--- src/rtl/image_pkg.sv ---
// rtl/image_pkg.sv - pixel field positions, alpha constant, FSM state type and clamp helper
package image_pkg;

  localparam int R_MSB = 31;
  localparam int R_LSB = 24;
  localparam int G_MSB = 23;
  localparam int G_LSB = 16;
  localparam int B_MSB = 7;
  localparam int B_LSB = 0;

  localparam logic [7:0] ALPHA_OPAQUE = 8'hFF;

  typedef enum logic [1:0] {
    ST_IDLE  = 2'd0,
    ST_RUN   = 2'd1,
    ST_DRAIN = 2'd2
  } state_t;

  // A set bit 8 is the borrow of an unsigned 8-bit subtraction; floor the result at zero.
  function automatic logic [7:0] clamp9(input logic [8:0] d);
    return d[8] ? 8'h00 : d[7:0];
  endfunction

endpackage

--- src/rtl/darken_stream_if.sv ---
// rtl/darken_stream_if.sv - upstream and downstream pixel handshake bundle
interface darken_stream_if;

  logic        in_valid;
  logic        in_ready;
  logic [31:0] in_data;
  logic        out_valid;
  logic        out_ready;
  logic [31:0] out_data;

  // Pixel source / sink side: feeds in_*, consumes out_*
  modport master (
    output in_valid,
    output in_data,
    output out_ready,
    input  in_ready,
    input  out_valid,
    input  out_data
  );

  // Darkening engine side
  modport slave (
    input  in_valid,
    input  in_data,
    input  out_ready,
    output in_ready,
    output out_valid,
    output out_data
  );

endinterface

--- src/rtl/sat_sub8.sv ---
// rtl/sat_sub8.sv - 8-bit subtract with floor at zero, also exposing the raw 9-bit difference
module sat_sub8
  import image_pkg::*;
(
  input  logic [7:0] a,
  input  logic [7:0] b,
  output logic [8:0] diff,
  output logic [7:0] y
);

  assign diff = {1'b0, a} - {1'b0, b};
  assign y    = clamp9(diff);

endmodule

--- src/rtl/darken_stream.sv ---
// rtl/darken_stream.sv - frame-based pixel darkener with two-stage elastic pipeline
module darken_stream
  import image_pkg::*;
#(
  parameter int FRAME_PIXELS = 16
) (
  input  logic             clk,
  input  logic             rst,
  input  logic             start,
  input  logic [7:0]       beta,
  darken_stream_if.slave   px,
  output logic             busy,
  output logic             frame_done
);

  localparam int CW = $clog2(FRAME_PIXELS + 1);
  // Count value just before the final pixel of the frame is accepted
  localparam logic [CW-1:0] LAST_IDX = CW'(FRAME_PIXELS - 1);

  state_t          state;
  logic [CW-1:0]   count;
  logic [7:0]      beta_q;

  logic            s1_valid;
  logic [8:0]      s1_r;
  logic [8:0]      s1_g;
  logic [8:0]      s1_b;
  logic            s2_valid;
  logic [31:0]     s2_data;

  logic            adv1;
  logic            adv2;
  logic            in_fire;
  logic            drained;

  logic [8:0]      diff_r;
  logic [8:0]      diff_g;
  logic [8:0]      diff_b;
  logic [23:0]     unused_sat_y;
  logic [7:0]      unused_pad;

  // The middle byte of the input pixel carries nothing we use
  assign unused_pad = px.in_data[15:8];

  sat_sub8 u_sub_r (
    .a    (px.in_data[R_MSB:R_LSB]),
    .b    (beta_q),
    .diff (diff_r),
    .y    (unused_sat_y[23:16])
  );

  sat_sub8 u_sub_g (
    .a    (px.in_data[G_MSB:G_LSB]),
    .b    (beta_q),
    .diff (diff_g),
    .y    (unused_sat_y[15:8])
  );

  sat_sub8 u_sub_b (
    .a    (px.in_data[B_MSB:B_LSB]),
    .b    (beta_q),
    .diff (diff_b),
    .y    (unused_sat_y[7:0])
  );

  // S2 moves when it is empty or its pixel leaves; S1 moves when it is empty or S2 moves
  assign adv2         = !s2_valid || px.out_ready;
  assign adv1         = !s1_valid || adv2;
  assign px.in_ready  = (state == ST_RUN) && adv1;
  assign in_fire      = px.in_valid && px.in_ready;
  // Pipeline is empty now or becomes empty on this edge via the final output transfer
  assign drained      = !s1_valid && (!s2_valid || px.out_ready);

  assign px.out_valid = s2_valid;
  assign px.out_data  = s2_data;
  assign busy         = (state != ST_IDLE);

  // Frame control: accept a start, count accepted pixels, wait for the pipe to empty
  always_ff @(posedge clk) begin
    if (rst) begin
      state      <= ST_IDLE;
      count      <= '0;
      beta_q     <= 8'h00;
      frame_done <= 1'b0;
    end else begin
      frame_done <= 1'b0;
      case (state)
        ST_IDLE: begin
          // A start coincident with the completion pulse belongs to the old frame
          if (start && !frame_done) begin
            beta_q <= beta;
            count  <= '0;
            state  <= ST_RUN;
          end
        end
        ST_RUN: begin
          if (in_fire) begin
            count <= count + 1'b1;
            if (count == LAST_IDX) begin
              state <= ST_DRAIN;
            end
          end
        end
        ST_DRAIN: begin
          if (drained) begin
            frame_done <= 1'b1;
            state      <= ST_IDLE;
          end
        end
        default: begin
          state <= ST_IDLE;
        end
      endcase
    end
  end

  // Stage 1: register the raw 9-bit per-channel differences
  always_ff @(posedge clk) begin
    if (rst) begin
      s1_valid <= 1'b0;
      s1_r     <= 9'h000;
      s1_g     <= 9'h000;
      s1_b     <= 9'h000;
    end else if (adv1) begin
      s1_valid <= in_fire;
      if (in_fire) begin
        s1_r <= diff_r;
        s1_g <= diff_g;
        s1_b <= diff_b;
      end
    end
  end

  // Stage 2: clamp on borrow and register the opaque output pixel; held while stalled
  always_ff @(posedge clk) begin
    if (rst) begin
      s2_valid <= 1'b0;
      s2_data  <= 32'h0;
    end else if (adv2) begin
      s2_valid <= s1_valid;
      if (s1_valid) begin
        s2_data <= {ALPHA_OPAQUE, clamp9(s1_r), clamp9(s1_g), clamp9(s1_b)};
      end
    end
  end

endmodule

--- src/flat_wrapper.sv ---
// flat-port wrapper written by rule: the top's interface ports become plain ports
module darken_stream_flat import image_pkg::*;
#(
  parameter int FRAME_PIXELS = 16
)
  (clk, rst, start, beta, busy, frame_done, px_in_valid, px_in_data, px_out_ready, px_in_ready, px_out_valid, px_out_data);
  darken_stream_if px_i ();
  input  logic clk;
  input  logic rst;
  input  logic start;
  input  logic [7:0] beta;
  output logic busy;
  output logic frame_done;
  input wire logic [$bits(px_i.in_valid)-1:0] px_in_valid;
  input wire logic [$bits(px_i.in_data)-1:0] px_in_data;
  input wire logic [$bits(px_i.out_ready)-1:0] px_out_ready;
  output wire logic [$bits(px_i.in_ready)-1:0] px_in_ready;
  output wire logic [$bits(px_i.out_valid)-1:0] px_out_valid;
  output wire logic [$bits(px_i.out_data)-1:0] px_out_data;
  assign px_i.in_valid = px_in_valid;
  assign px_i.in_data = px_in_data;
  assign px_i.out_ready = px_out_ready;
  assign px_in_ready = px_i.in_ready;
  assign px_out_valid = px_i.out_valid;
  assign px_out_data = px_i.out_data;
  darken_stream #(.FRAME_PIXELS(FRAME_PIXELS)) u_core (.clk(clk), .rst(rst), .start(start), .beta(beta), .px(px_i), .busy(busy), .frame_done(frame_done));
endmodule
--- config.mk ---
export PLATFORM = sky130hd
export DESIGN_NAME = darken_stream_flat
export DESIGN_NICKNAME = d
export VERILOG_FILES = /design/src/rtl/image_pkg.sv /design/src/rtl/darken_stream_if.sv /design/src/rtl/sat_sub8.sv /design/src/rtl/darken_stream.sv /design/src/flat_wrapper.sv
export SDC_FILE = /design/constraint.sdc
export NUM_CORES = 1
export LEC_CHECK = 0
export CAP_MARGIN = 20
export CORE_ASPECT_RATIO = 1.25
export CORE_MARGIN = 2
export CORE_UTILIZATION = 45
export DETAILED_ROUTE_END_ITERATION = 6
export PLACE_DENSITY_LB_ADDON = 0.05
export SLEW_MARGIN = 5
export SYNTH_ARGS = -nofsm -noshare
export SYNTH_HDL_FRONTEND = slang
export SYNTH_SLANG_ARGS = --single-unit
export TNS_END_PERCENT = 100
--- constraint.sdc ---
create_clock -name clk -period 2.6 [get_ports clk]
set_clock_uncertainty 0.15 [all_clocks]
set_input_delay 0.52 -clock clk [delete_from_list [all_inputs] [get_ports clk]]
set_output_delay 0.52 -clock clk [all_outputs]
set_load 0.02 [all_outputs]
Word level (Yosys, flattened, before mapping)
Index checks and enable logic that the tools add are counted.

Equality and inequality tests: 7. Reductions and logical operators: 18. $add $sub $neg: 4. Bitwise gates (word level): 1. Muxes and demuxes: 12.

Operator list (count): subtractor 8 x 8 -> 9 bit (3); 2-to-1 mux 8 bit (3); 2-to-1 mux 5 bit (2); one-hot mux 5 bit (2 select lines) (1); 2-to-1 mux 2 bit (4); inequality test 2 x 1 -> 1 bit (second input constant) (3); one-hot mux 2 bit (3 select lines) (1); AND reduction 2 bit (3); adder 5 x 1 -> 5 bit (second input constant) (1); equality test 5 x 4 -> 1 bit (second input constant) (1); logical AND 1 bit (4); AND reduction 4 bit (1); nonzero test 2 bit (2); zero test 1 bit (3); AND reduction 3 bit (1); equality test 2 x 1 -> 1 bit (second input constant) (1); equality test 2 bit (second input constant) (1); zero test 2 bit (1); logical OR 1 bit (2); inequality test 2 bit (second input constant) (1); OR reduction 2 bit (1); 2-to-1 mux 1 bit (1); inverter 1 bit (1).

Flip-flop bits (word level): 70. Bits of input ports: 45. Word-level logic and storage cells: 52.

Depth between registers and ports, before layout
Word-level depth: 7. Depth in mapped cells: 8. Depth with buffers taken out: 8.

Cells and area by module
Synthesis repeated with hierarchy kept, for this count alone.

Cell total of the unflattened synthesis: 498. Area, all modules: 4156.5 µm².

By module, submodules not included: darken_stream (cells each 330, instances 1, seq. area each 1401.3 µm², area an instance 2884.0 µm²); sat_sub8 (cells each 56, instances 3, seq. area each 0.0 µm², area an instance 424.2 µm²).

Worst setup path before layout
No wires, ideal clock.

Kind: input -> register. Start: input px_in_data[0]. End: register u_core.s1_b[6]. Data arrival time: 1995 ps. Stages: 8. Slack: 393 ps. Buffers on the path: 0. Cell sequence: inv_1 -> ha_1 -> fa_1 -> nor2b_1 -> o31a_1 -> o21ai_0 -> or4_1 -> nand3_1.

Cells in the longest elaborated chain, start to end: 1.

Ends and longest elaborated chain: start: declaration (RTL line flat_wrapper.sv:15) `input wire logic [$bits(px_i.in_data)-1:0] px_in_data;`; subtractor 8 x 8 -> 9 bit (RTL line sat_sub8.sv:11) `assign diff = {1'b0, a} - {1'b0, b};`; end signal: assignment (RTL line darken_stream.sv:129) `s1_b <= diff_b;`; end: declaration (RTL line darken_stream.sv:27) `logic [8:0] s1_b;`.

No other way between the ends. A chain may end at the register's enable or synchronous reset.

Worst setup path in the final report
Start: input px_out_ready. End: output px_in_ready.

Cells in the longest elaborated chain, start to end: 3.

Ends and longest elaborated chain: start: declaration (RTL line flat_wrapper.sv:16) `input wire logic [$bits(px_i.out_ready)-1:0] px_out_ready;`; logical OR 1 bit (RTL line darken_stream.sv:67) `assign adv2 = !s2_valid || px.out_ready;`; logical OR 1 bit (RTL line darken_stream.sv:68) `assign adv1 = !s1_valid || adv2;`; logical AND 1 bit (RTL line darken_stream.sv:69) `assign px.in_ready = (state == ST_RUN) && adv1;`; end: declaration (RTL line flat_wrapper.sv:17) `output wire logic [$bits(px_i.in_ready)-1:0] px_in_ready;`.

No other way between the ends.

==> impl_metrics.tcl <==
set metrics [dict create \
    status "finished clean" \
    detail_route.vias_per_cell 5.40 \
    cts_resized 0 \
    start_kind "input pin" \
    rsz0062_at_grt "no" \
    rows 36 \
    final.setup.tns_ns 0 \
    syn_area_per_cell_sq_um 8.27 \
    syn_nets 515 \
    drive_gt1_frac 0.0609 \
    dp_slack_ns -0.155 \
    drv_slew 0 \
    area_delta_synth_final_pct 27.8 \
    num_vias 3259 \
    layout_common_cells "clkdlybuf4s50_1 (71), dfxtp_1 (70), a21oi_1 (61), nor2_1 (45), nand2_1 (35)" \
    ctsLongestPathBuffers 2 \
    initial_core_util 0.465 \
    grt_pass1_wl_um 13900 \
    antenna_left 0 \
    place_hpwl_um 6100 \
    die_area_sq_mm 0.00885 \
    worstPathArrival_ns 1.82 \
    fin_nets 578 \
    synth_ff_type "dfxtp_1" \
    p_per_area_mw_per_mm2 533 \
    setup_viol 0 \
    tightest_slew_ns 0.546 \
    place_congestion 0.872 \
    hold_class "flop to flop" \
    crit_path_end_kind "primary output" \
    core-area_sq_mm 0.00784 \
    cts_num_sinks 70 \
    synth_top_family_by_area "simple AND/OR/NAND/NOR gates" \
    ir_worst_vdd_mv 0.309 \
    cts_setup_buffers 0 \
    cts_tree "done" \
    mostFrequentLayoutCell "clkdlybuf4s50_1" \
    wl_per_cell_um 13.8 \
    yosys_warnings 0 \
    antenna_found_initial 0 \
    ys_seq_area_frac 0.384 \
    synth_compound_area_frac 0.165 \
    layout_min_cycle_time_ns 2.49 \
    synth_mux_area_frac 0 \
    maxCapViolCount 0 \
    first_global_vias 2874 \
    syn_inst 441 \
    cts_hold_buf 0 \
    worstSkewPairLatency_ns 0.34 \
    yosys.area_share.simple 0.277 \
    cp_data_required_time_ns 1.93 \
    synthXorXnorAreaFrac 0.00720 \
    totalWireLength_um 8340 \
    synth_top_cell_area_share 0.384 \
    clk_pin_slew_ns 0.07 \
    p_leak_nw 1.78 \
    synthTopCellsByArea "dfxtp_1 (38%), ha_1 (8.9%), a21oi_1 (8.4%), nor3b_1 (4.9%), nor2_1 (4.6%)" \
    track_usage 0.191 \
    io_pins 81 \
    synth_cell_types 39 \
    yosys.area.top_type "dfxtp_1" \
    fin_util 0.595 \
    drc 0 \
    first_pass_iters 7 \
    grt_overflow 0 \
    syn-cell-area_sq_mm 0.00365 \
    worst-path-max-fanout 2 \
    slew_headroom 0.634 \
    place.port_buffers 72 \
    ctsRootBufferMaster "clkbuf_8" \
    synth-async-reset-ratio 0 \
    hold_violations 0 \
    fmax_mhz 401 \
    setup_slack_ns 0.108 \
    period_share 0.958 \
    grt_max_degree 76 \
    synth_seq_cells 70 \
    cts-buffers-inserted 9 \
    synth_edf_count 0 \
    dr.first_iter.drc_count 186 \
    num_antenna_cells 0 \
    die_h_um 105 \
    htree_levels 3 \
    criticalPathCategory "input pin to primary output" \
    synth_adder_area_share 0.106 \
    dieWidth_um 84.5 \
]
routing by layer:
metal,global-route usage,part of all wire,wire (um),up-vias
met5,0,0,0,-
met4,0.0680,0.016,135,0
met3,0.0300,0.045,372,13
met2,0.266,0.42,3530,74
met1,0.295,0.52,4300,1473
li1,-,-,-,1699
kinds of logic after synthesis:
logic type                 Yosys count
AOI/OAI and AO/OA                  103
xor gates and xnor gates             3
adders and majority gates           29
buffers and inverters               50
DFF                                 70
and+or+nand+nor                    186
power by group:
group          internal [mW]  switching (mW)  total [mW]
combinational          0.218           0.240       0.458
sequential              1.11          0.0294        1.14
clock                  0.471           0.415       0.887
flip-flops by register name (all words and copies together), names as in the netlist:
register / flops
u_core.px.out_data: 25
u_core.s1_b: 9
u_core.s1_g: 9
u_core.s1_r: 9
u_core.beta_q: 8
u_core.count: 5
u_core.state: 2
u_core.frame_done: 1
u_core.px.out_valid: 1
u_core.s1_valid: 1
area by class of cell:
| cell class | instances | area [sq um] |
|---|---|---|
| clock inverters | 5 | 57.6 |
| flip-flops and latches | 70 | 1400 |
| well taps | 95 | 119 |
| inverters | 16 | 60.1 |
| clock buffers | 11 | 141 |
| fillers | 765 | 3180 |
| multi-input cells | 321 | 2020 |
| repair buffers | 86 | 858 |
worst max-delay path, cell delays in order:
cell,delay (ns)
clkdlybuf4s50_1,0.46
nand3b_1,0.12
and2_1,0.13
clkdlybuf4s50_1,0.59
stage by stage:
stage | hold slack (ns) | cells | total power, mW | cell area (sq um)
after floorplan | 0.277 | 441 | 1.45 | 3650
after global placement | 0.287 | 588 | 1.62 | 4460
after detailed placement | 0.292 | 588 | 1.62 | 4460
after CTS | 0.302 | 604 | 2.52 | 4660
after global routing | 0.319 | 604 | 2.62 | 4660
final | 0.300 | 604 | 2.49 | 4660
Yosys cell counts, types with 4 or more instances:
library cell,count
dfxtp_1,70
nand3b_1,7
nand4_1,10
o31ai_1,4
buf_4,9
a21oi_1,61
o21ai_0,8
nor4b_1,7
nand3_1,21
nor3b_1,24
nand2_1,35
buf_1,4
clkbuf_1,20
inv_1,15
ha_1,26
nor2b_1,8
or4_1,6
nor3_1,4
nor2_1,45
a31oi_1,8
a211oi_1,9
nor4_1,4
worst paths after layout:
| check | start | end | slack, ns | cells after the start |
|---|---|---|---|---|
| worst max-delay path | px_out_ready | px_in_ready | 0.11 | 4 |
| worst min-delay path | u_core.s1_g[3] | u_core.s1_g[3] | 0.30 | 2 |
| worst max register to register | u_core.beta_q[0] | u_core.s1_b[6] | 0.51 | 7 |
| worst min register to register | u_core.s1_g[3] | u_core.s1_g[3] | 0.30 | 2 |
Power figures use the tool's default switching activity.
